`src/rtl/cvxif_wb_buffer.sv`:
```
// Writeback buffer for the CV-X-IF coprocessor. An in-order result FIFO feeds the
// scoreboard, and an in-flight counter throttles further offload.

module cvxif_wb_buffer_chk #(
    parameter int unsigned MAX_OUTSTANDING = 4,
    parameter int unsigned CNT_W           = 3
) (
    input  logic             clk_i,
    input  logic             rst_ni,
    input  logic             clear_i,
    input  logic             issue_fire_i,
    input  logic             pop_i,
    input  logic [CNT_W-1:0] cnt_i
);
    // Saturation of the in-flight counter means the issue/writeback protocol was broken.
    a_no_overflow: assert property (@(posedge clk_i) disable iff (!rst_ni)
        !(!clear_i && issue_fire_i && !pop_i && (cnt_i == CNT_W'(MAX_OUTSTANDING))));
    a_no_underflow: assert property (@(posedge clk_i) disable iff (!rst_ni)
        !(!clear_i && pop_i && !issue_fire_i && (cnt_i == {CNT_W{1'b0}})));
endmodule

module cvxif_wb_buffer #(
    parameter int unsigned DEPTH           = 4,
    parameter int unsigned XLEN            = 64,
    parameter int unsigned TRANS_ID_BITS   = 3,
    parameter int unsigned MAX_OUTSTANDING = 4
) (
    input  logic                                   clk_i,
    input  logic                                   rst_ni,
    input  logic                                   clear_i,
    input  logic                                   issue_fire_i,
    output logic                                   issue_allow_o,
    input  logic                                   res_valid_i,
    output logic                                   res_ready_o,
    input  logic [TRANS_ID_BITS-1:0]               res_id_i,
    input  logic [XLEN-1:0]                        res_data_i,
    input  logic                                   res_we_i,
    input  logic                                   res_exc_i,
    input  logic [5:0]                             res_exccode_i,
    output logic                                   wb_valid_o,
    input  logic                                   wb_ready_i,
    output logic [TRANS_ID_BITS-1:0]               wb_trans_id_o,
    output logic [XLEN-1:0]                        wb_result_o,
    output logic                                   wb_we_o,
    output logic                                   wb_ex_valid_o,
    output logic [XLEN-1:0]                        wb_ex_cause_o,
    output logic [$clog2(MAX_OUTSTANDING+1)-1:0]   outstanding_o
);
    localparam int unsigned AW    = $clog2(DEPTH);
    localparam int unsigned PW    = AW + 1;
    localparam int unsigned CNT_W = $clog2(MAX_OUTSTANDING + 1);

    localparam logic [PW-1:0]    PTR_ONE  = PW'(1'b1);
    localparam logic [CNT_W-1:0] CNT_ONE  = CNT_W'(1'b1);
    localparam logic [CNT_W-1:0] CNT_ZERO = {CNT_W{1'b0}};
    localparam logic [CNT_W-1:0] CNT_MAX  = CNT_W'(MAX_OUTSTANDING);

    typedef struct packed {
        logic [TRANS_ID_BITS-1:0] id;
        logic [XLEN-1:0]          data;
        logic                     we;
        logic                     exc;
        logic [5:0]               exccode;
    } entry_t;

    entry_t          mem_q [DEPTH];
    entry_t          head_s;
    logic [PW-1:0]   wr_ptr_q, wr_ptr_d;
    logic [PW-1:0]   rd_ptr_q, rd_ptr_d;
    logic [CNT_W-1:0] cnt_q, cnt_d;
    logic            full_s, empty_s, push_s, pop_s;

    // Extra pointer MSB separates full from empty when the index bits match.
    assign full_s  = (wr_ptr_q[AW] != rd_ptr_q[AW]) && (wr_ptr_q[AW-1:0] == rd_ptr_q[AW-1:0]);
    assign empty_s = (wr_ptr_q == rd_ptr_q);
    assign push_s  = res_valid_i & ~full_s;
    assign pop_s   = ~empty_s & wb_ready_i;
    assign head_s  = mem_q[rd_ptr_q[AW-1:0]];

    assign res_ready_o   = ~full_s;
    assign issue_allow_o = (cnt_q < CNT_MAX);
    assign outstanding_o = cnt_q;

    // Next-state for pointers and the in-flight counter; flush overrides all traffic.
    always_comb begin
        wr_ptr_d = wr_ptr_q;
        rd_ptr_d = rd_ptr_q;
        cnt_d    = cnt_q;
        if (clear_i) begin
            wr_ptr_d = {PW{1'b0}};
            rd_ptr_d = {PW{1'b0}};
            cnt_d    = CNT_ZERO;
        end else begin
            if (push_s) begin
                wr_ptr_d = wr_ptr_q + PTR_ONE;
            end else begin
                wr_ptr_d = wr_ptr_q;
            end
            if (pop_s) begin
                rd_ptr_d = rd_ptr_q + PTR_ONE;
            end else begin
                rd_ptr_d = rd_ptr_q;
            end
            case ({issue_fire_i, pop_s})
                2'b10: begin
                    if (cnt_q != CNT_MAX) begin
                        cnt_d = cnt_q + CNT_ONE;
                    end else begin
                        cnt_d = cnt_q;
                    end
                end
                2'b01: begin
                    if (cnt_q != CNT_ZERO) begin
                        cnt_d = cnt_q - CNT_ONE;
                    end else begin
                        cnt_d = cnt_q;
                    end
                end
                default: cnt_d = cnt_q;
            endcase
        end
    end

    // Control state register.
    always_ff @(posedge clk_i or negedge rst_ni) begin
        if (!rst_ni) begin
            wr_ptr_q <= {PW{1'b0}};
            rd_ptr_q <= {PW{1'b0}};
            cnt_q    <= CNT_ZERO;
        end else begin
            wr_ptr_q <= wr_ptr_d;
            rd_ptr_q <= rd_ptr_d;
            cnt_q    <= cnt_d;
        end
    end

    // Entry storage. It needs no reset because the outputs are gated by the empty flag.
    always_ff @(posedge clk_i) begin
        if (push_s && !clear_i) begin
            mem_q[wr_ptr_q[AW-1:0]] <= '{id: res_id_i, data: res_data_i, we: res_we_i,
                                         exc: res_exc_i, exccode: res_exccode_i};
        end
    end

    // Head decode. An exception entry suppresses its register write and data.
    always_comb begin
        wb_valid_o    = 1'b0;
        wb_trans_id_o = {TRANS_ID_BITS{1'b0}};
        wb_result_o   = {XLEN{1'b0}};
        wb_we_o       = 1'b0;
        wb_ex_valid_o = 1'b0;
        wb_ex_cause_o = {XLEN{1'b0}};
        if (!empty_s) begin
            wb_valid_o    = 1'b1;
            wb_trans_id_o = head_s.id;
            if (head_s.exc) begin
                wb_ex_valid_o = 1'b1;
                wb_ex_cause_o = {{(XLEN-6){1'b0}}, head_s.exccode};
            end else begin
                wb_result_o = head_s.data;
                wb_we_o     = head_s.we;
            end
        end else begin
            wb_valid_o = 1'b0;
        end
    end

    cvxif_wb_buffer_chk #(
        .MAX_OUTSTANDING(MAX_OUTSTANDING),
        .CNT_W          (CNT_W)
    ) u_chk (
        .clk_i       (clk_i),
        .rst_ni      (rst_ni),
        .clear_i     (clear_i),
        .issue_fire_i(issue_fire_i),
        .pop_i       (pop_s),
        .cnt_i       (cnt_q)
    );
endmodule

```
`config.mk`:
```
export PLATFORM = sky130hd
export DESIGN_NAME = cvxif_wb_buffer
export DESIGN_NICKNAME = d
export VERILOG_FILES = /design/src/rtl/cvxif_wb_buffer.sv
export SDC_FILE = /design/constraint.sdc
export NUM_CORES = 1
export LEC_CHECK = 0
export BUFFER_PORTS_ARGS = -buffer_cell sky130_fd_sc_hd__buf_2
export CAP_MARGIN = 30
export CORE_ASPECT_RATIO = 0.75
export CORE_MARGIN = 3
export CORE_UTILIZATION = 31
export DETAILED_ROUTE_END_ITERATION = 12
export PLACE_DENSITY = 0.55
export SKIP_CTS_REPAIR_TIMING = 1
export SLEW_MARGIN = 20
export SYNTH_ARGS = -nofsm -noshare
export SYNTH_HDL_FRONTEND = slang
export SYNTH_HIERARCHICAL = 1
export SYNTH_SLANG_ARGS = --single-unit
```
`constraint.sdc`:
```
create_clock -name clk_i -period 3.41 [get_ports clk_i]
set_input_delay 0.8525 -clock clk_i [delete_from_list [all_inputs] [get_ports clk_i]]
set_output_delay 0.8525 -clock clk_i [all_outputs]
set_load 0.005 [all_outputs]
```
==> metrics.txt, run 1 <==
gr usage total 11.95%; Worst slew margin 57.56%; DRC 0; metal3 WL 1.831 mm; WP data arrival 2440 ps; Metal-1 WL 11.63 mm; pwr/cell area 642.6 mW/mm2; Final Hold Viols 0; first drt pass iteration count 6; share of post-route cells with drive strength above 1 38.91%; Leakage Power 5.471 nW; overall routed net length 25.97 mm; drt wl/cell slightly below 20 um; CP startpoint kind register; row cnt between 60 and 70; area share of the largest cell type after synthesis slightly above 70%; period utilization a little over nine tenths; global placement routability congestion 0.6912; io pins 220; Final setup violation count 0; post-route minimum period 3295 ps; fin nets 888; Crit. path cell count 5; final worst slack 115.0 ps; ANT nets after route 0; Worst Tran Pin Value 636.6 ps; number of synthesized flops with an enable pin 300; Fmax 303.5 MHz; Setup crit end kind output port; CTS tree yes; vias 6183; worst r2r dst mem_q[2][19]; first-pass GRT wire length 39.45 mm; Critical R2R Launch rd_ptr_q[1]; reg2reg path depth 5; worst-path cell chain xor2_4 -> or3_2 -> buf_4 -> and3_1 -> buf_2; Required @ worst endpoint between 2000 and 3000 ps; total CTS buffers 34; Final Max Slew Viols 0; number of H-tree levels 2; R2R Setup Slk around 990 ps; Worst-Skew Late Latency 510 ps; CTS Root Buffer Type clkbuf_16; clock sink count 309; Initial Utilization 31.61%; Max rail drop VDD ~0.0004 V; uppermost routed layer met5; slowest CP cell dfrtp_4; ranking of synthesized cells by area edfxtp_1 (72%), mux4_2 (13%), buf_4 (3.6%); Crit Path Category reg -> out; Via density 4.597; ant diodes 0; Place WS 559.1 ps; Buf/Inv on CP 2; Warnings, synthesis 6; status finished clean; ys async rst share under 10%; worst-path fanout max 39; total grt overflow 0; vias in the first global route 6343; Worst-path clk slew 60 ps; Critical Path End wb_we_o; initial antenna violation count 7; core area 0.03973 mm2; Pwr Total about 0.0096 W; synth unique cells 42; maxcap violations 0; full die area 0.04299 mm2; IO buf count approximately 160; post-synth top area cell edfxtp_1; Area growth syn-to-layout 18.93%; sequential element share of the synthesized area 73.53%; metal2 WL between 10 and 15 mm; number of synthesized register bits between 300 and 400; Die Span X 238.4 um; Critical path origin rd_ptr_q[0]; count leader, synth edfxtp_1; fillers around 3700; type of the worst min-delay path in -> async; largest net degree at the start of global routing 76; Post-Synthesis Cells 618; CTS max path bufs 3; Max Clock Skew 8.452 ps; initial DRC count between 300 and 400; Post-Syn Area 0.01256 mm2; Top FF cell, synth edfxtp_1; critical path's top delay family simple AND/OR/NAND/NOR gates; RSZ-0062 raised after global routing no; Die Span Y 180.3 um; top cells by count, synth edfxtp_1 (300), mux4_2 (75), and3_1 (71); hpwl dp 16.13 mm; CP peak stage delay between 500 and 600 ps; Syn Area/Cell 20.32 um2
[cells in the final DEF, fill, tap and decap left out, types with 9 or more instances in the layout]
cell type	n
nor2_1	9
clkbuf_16	35
mux4_2	75
buf_2	161
edfxtp_1	300
buf_4	17
and3_1	71
clkbuf_1	12
conb_1	58
[where the power goes]
group	internal (W)	switching (W)	total, W
registers	0.00430	0.0000740	0.00438
clock network	0.00212	0.00140	0.00351
logic	0.000838	0.000871	0.00171
[cells by family after synthesis]
logic type / count (synthesis) / synth area share (%)
buf+inv: 102 / 5.340
fa+ha+maj: 6 / 0.5978
xor+xnor: 12 / 1.215
other cells: 1 / 0.02986
simple gates: 97 / 4.673
compound gates: 14 / 1.006
flops: 309 / 73.53
mux: 77 / 13.61
[state kept, by name, indices dropped and copies added (netlist names)]
signal,flops
mem_q,300
outstanding_o,3
rd_ptr_q,3
wr_ptr_q,3
[worst reg2reg max path: cells and delay by family, from the launching register on]
family	cells	cell delay, ps
AO/OA/AOI/OAI	1	180
flip-flops	1	500
buffers and inverters	1	370
XOR/XNOR	1	340
AND/OR/NAND/NOR	2	680
[how the worst min path moves through the flow]
stage	slack, ps	cells after the start	start	to
after floorplan	560	0	rst_ni	outstanding_o[0]
after global placement	610	2	wr_ptr_q[2]	wr_ptr_q[2]
after detailed placement	650	2	wr_ptr_q[2]	wr_ptr_q[2]
after CTS	160	1	rst_ni	outstanding_o[2]
after global routing	190	1	rst_ni	outstanding_o[0]
final	190	1	rst_ni	outstanding_o[0]
[metrics by stage]
stage	utilization (%)	setup TNS, ps	hold WS [ps]	std cells	instance area (um2)
final	37.59	0	194.9	1345	14940
after global routing	37.59	0	189.5	1345	14940
after CTS	37.46	-19.61	162.2	1338	14880
after detailed placement	34.78	0	651.7	1278	13820
after global placement	34.78	0	612.4	1278	13820
after floorplan	-	0	556.9	675	12770
[cell type report]
cell class / count / area, um2 / area share [%]
repair buffers: 185 / 1074 / 7.188
well taps: 520 / 650.6 / 4.356
inverters: 7 / 26.28 / 0.1759
multi-input cells: 264 / 2879 / 19.28
clock buffers: 47 / 920.9 / 6.166
flip-flops and latches: 309 / 9241 / 61.87
clock inverters: 13 / 143.9 / 0.9634
[per-layer routing]
metal	vias up	track usage, %
met2	200	18.39
li1	2740	-
met5	-	0
met3	52	3.320
met1	3185	16.85
met4	6	2.973
Power figures use the tool's default switching activity.
==> run 2: changes to the inputs <==
--- a/config.mk
+++ b/config.mk
@@ -7,11 +7,13 @@
 export LEC_CHECK = 0
 export BUFFER_PORTS_ARGS = -buffer_cell sky130_fd_sc_hd__buf_2
 export CAP_MARGIN = 30
+export CELL_PAD_IN_SITES_DETAIL_PLACEMENT = 1
+export CELL_PAD_IN_SITES_GLOBAL_PLACEMENT = 1
 export CORE_ASPECT_RATIO = 0.75
 export CORE_MARGIN = 3
 export CORE_UTILIZATION = 31
 export DETAILED_ROUTE_END_ITERATION = 12
-export PLACE_DENSITY = 0.55
+export PLACE_DENSITY = 0.62
 export SKIP_CTS_REPAIR_TIMING = 1
 export SLEW_MARGIN = 20
 export SYNTH_ARGS = -nofsm -noshare
==> run 2 against run 1 <==
Maximum frequency increased by 0.38%. Die area unchanged. Combinational power about the same. Largest cell class unchanged. Total power decreased by 0.69%. Cell count decreased by 0.59%. Largest power group unchanged. Count of clock-buffer cells in the layout decreased by 4. Clock power decreased by 2%. Sequential share of layout area increased by 0.32 points. Sequential power about the same. Register-to-register slack about the same. Utilization decreased by 0.19 points. Clock skew increased by 11 ps.
==> metrics.txt, run 2 (same netlist as run 1, synthesis figures left out) <==
status finished clean; ANT nets after route 0; initial DRC count 337; core area 0.03973 mm2; worst r2r dst mem_q[0][6]; Pwr Total 0.009532 W; vias in the first global route 6769; DRC 0; io pins 220; drt wl/cell 19.95 um; Critical path origin rd_ptr_q[1]; Max rail drop VDD 0.0003527 V; Setup crit end kind output port; max reg flops 300; Die Span Y ~180 um; initial antenna violation count 4; WP data arrival 2430 ps; number of H-tree levels 2; Worst-path clk slew 60 ps; largest net degree at the start of global routing 76; CTS tree yes; Crit Path Category reg -> out; IO buf count about 160; commonest non-fill, non-tap cells in the layout edfxtp_1 (300), buf_2 (161), mux4_2 (75), and3_1 (71), conb_1 (58); pwr/cell area 641.5 mW/mm2; Critical R2R Launch rd_ptr_q[0]; share of post-route cells with drive strength above 1 38.28%; RSZ-0062 raised after global routing no; final worst slack 127.4 ps; Via density 4.580; commonest non-fill, non-tap cell in the layout edfxtp_1; Finished Core Util between 30 and 40%; Final Hold Viols 0; worst-path fanout max 39; total CTS buffers 34; Final Max Slew Viols 0; Worst-Skew Late Latency about 500 ps; worst hold margin 210.1 ps; fin nets 879; Die Span X 238.4 um; Final setup violation count 0; Fmax 304.6 MHz; first-pass GRT wire length a little over 40 mm; total grt overflow 0; Worst Tran Pin Value 664.7 ps; clock sink count 309; row cnt 63; Leakage Power between 5 and 6 nW; maxcap violations 0; Required @ worst endpoint ~2600 ps; CTS max path bufs 3; post-route minimum period between 3000 and 4000 ps; fillers about 4000; Initial Utilization 31.61%; global placement routability congestion 0.6597; vias just over 6000; hpwl dp 16.19 mm; CTS Root Buffer Type clkbuf_16; reg2reg path depth 5; Worst slew margin 55.69%; CP startpoint kind register; full die area 0.04299 mm2; first drt pass iteration count 4; R2R Setup Slk 1000 ps; overall routed net length 26.68 mm; Area growth syn-to-layout 18.32%; period utilization 96.26%; Max Clock Skew 19.42 ps; gr usage total 12.35%; Place WS 515.8 ps; type of the worst min-delay path in -> async
run 2: metrics by stage:
step	cells	setup TNS [ps]	instance area, um2
2_1_floorplan	675	0	12770
3_3_place_gp	1276	0	13790
3_5_place_dp	1276	0	13790
4_1_cts	1335	-15.21	14840
5_1_grt	1335	0	14850
6_report	1337	0	14860
run 2: final cells by class:
cell class / count / area (um2) / share of cell area (%)
inverters: 7 / 26.28 / 0.1768
flip-flops and latches: 309 / 9241 / 62.19
diodes: 2 / 5.005 / 0.03368
clock buffers: 43 / 948.4 / 6.383
well taps: 520 / 650.6 / 4.379
multi-input cells: 264 / 2879 / 19.38
repair buffers: 176 / 1005 / 6.761
clock inverters: 16 / 103.9 / 0.6989
run 2: power by group:
group	switching, W	internal [W]	leakage [nW]
Clock	0.00141	0.00204	0.520
Sequential	0.0000624	0.00430	2.84
Combinational	0.000898	0.000817	2.06
Total	0.00237	0.00716	5.43
run 2: metal layers:
layer / wire, um / vias up / GRT usage, %
met2: 12750 / 157 / 20.25
li1: - / 2727 / -
met1: 11910 / 3180 / 16.58
met5: 37 / - / 0
met4: 487 / 8 / 2.731
met3: 1493 / 51 / 3.274
run 2: worst max-delay path by stage:
stage | to | slack (ps) | cells after the start
4_1_cts | wb_result_o[27] | -10 | 5
6_report | wb_ex_cause_o[2] | 130 | 6
5_1_grt | wb_ex_cause_o[2] | 5 | 6
2_1_floorplan | mem_q[0][0] | 40 | 3
3_3_place_gp | wb_result_o[27] | 550 | 5
3_5_place_dp | wb_result_o[27] | 520 | 5
run 2: critical path, stage by stage, from the launching register on:
cell and delay, ps:
dfrtp_4 500, xor2_2 180, buf_4 170, or3_2 450, buf_4 270, and3_1 220, buf_2 140
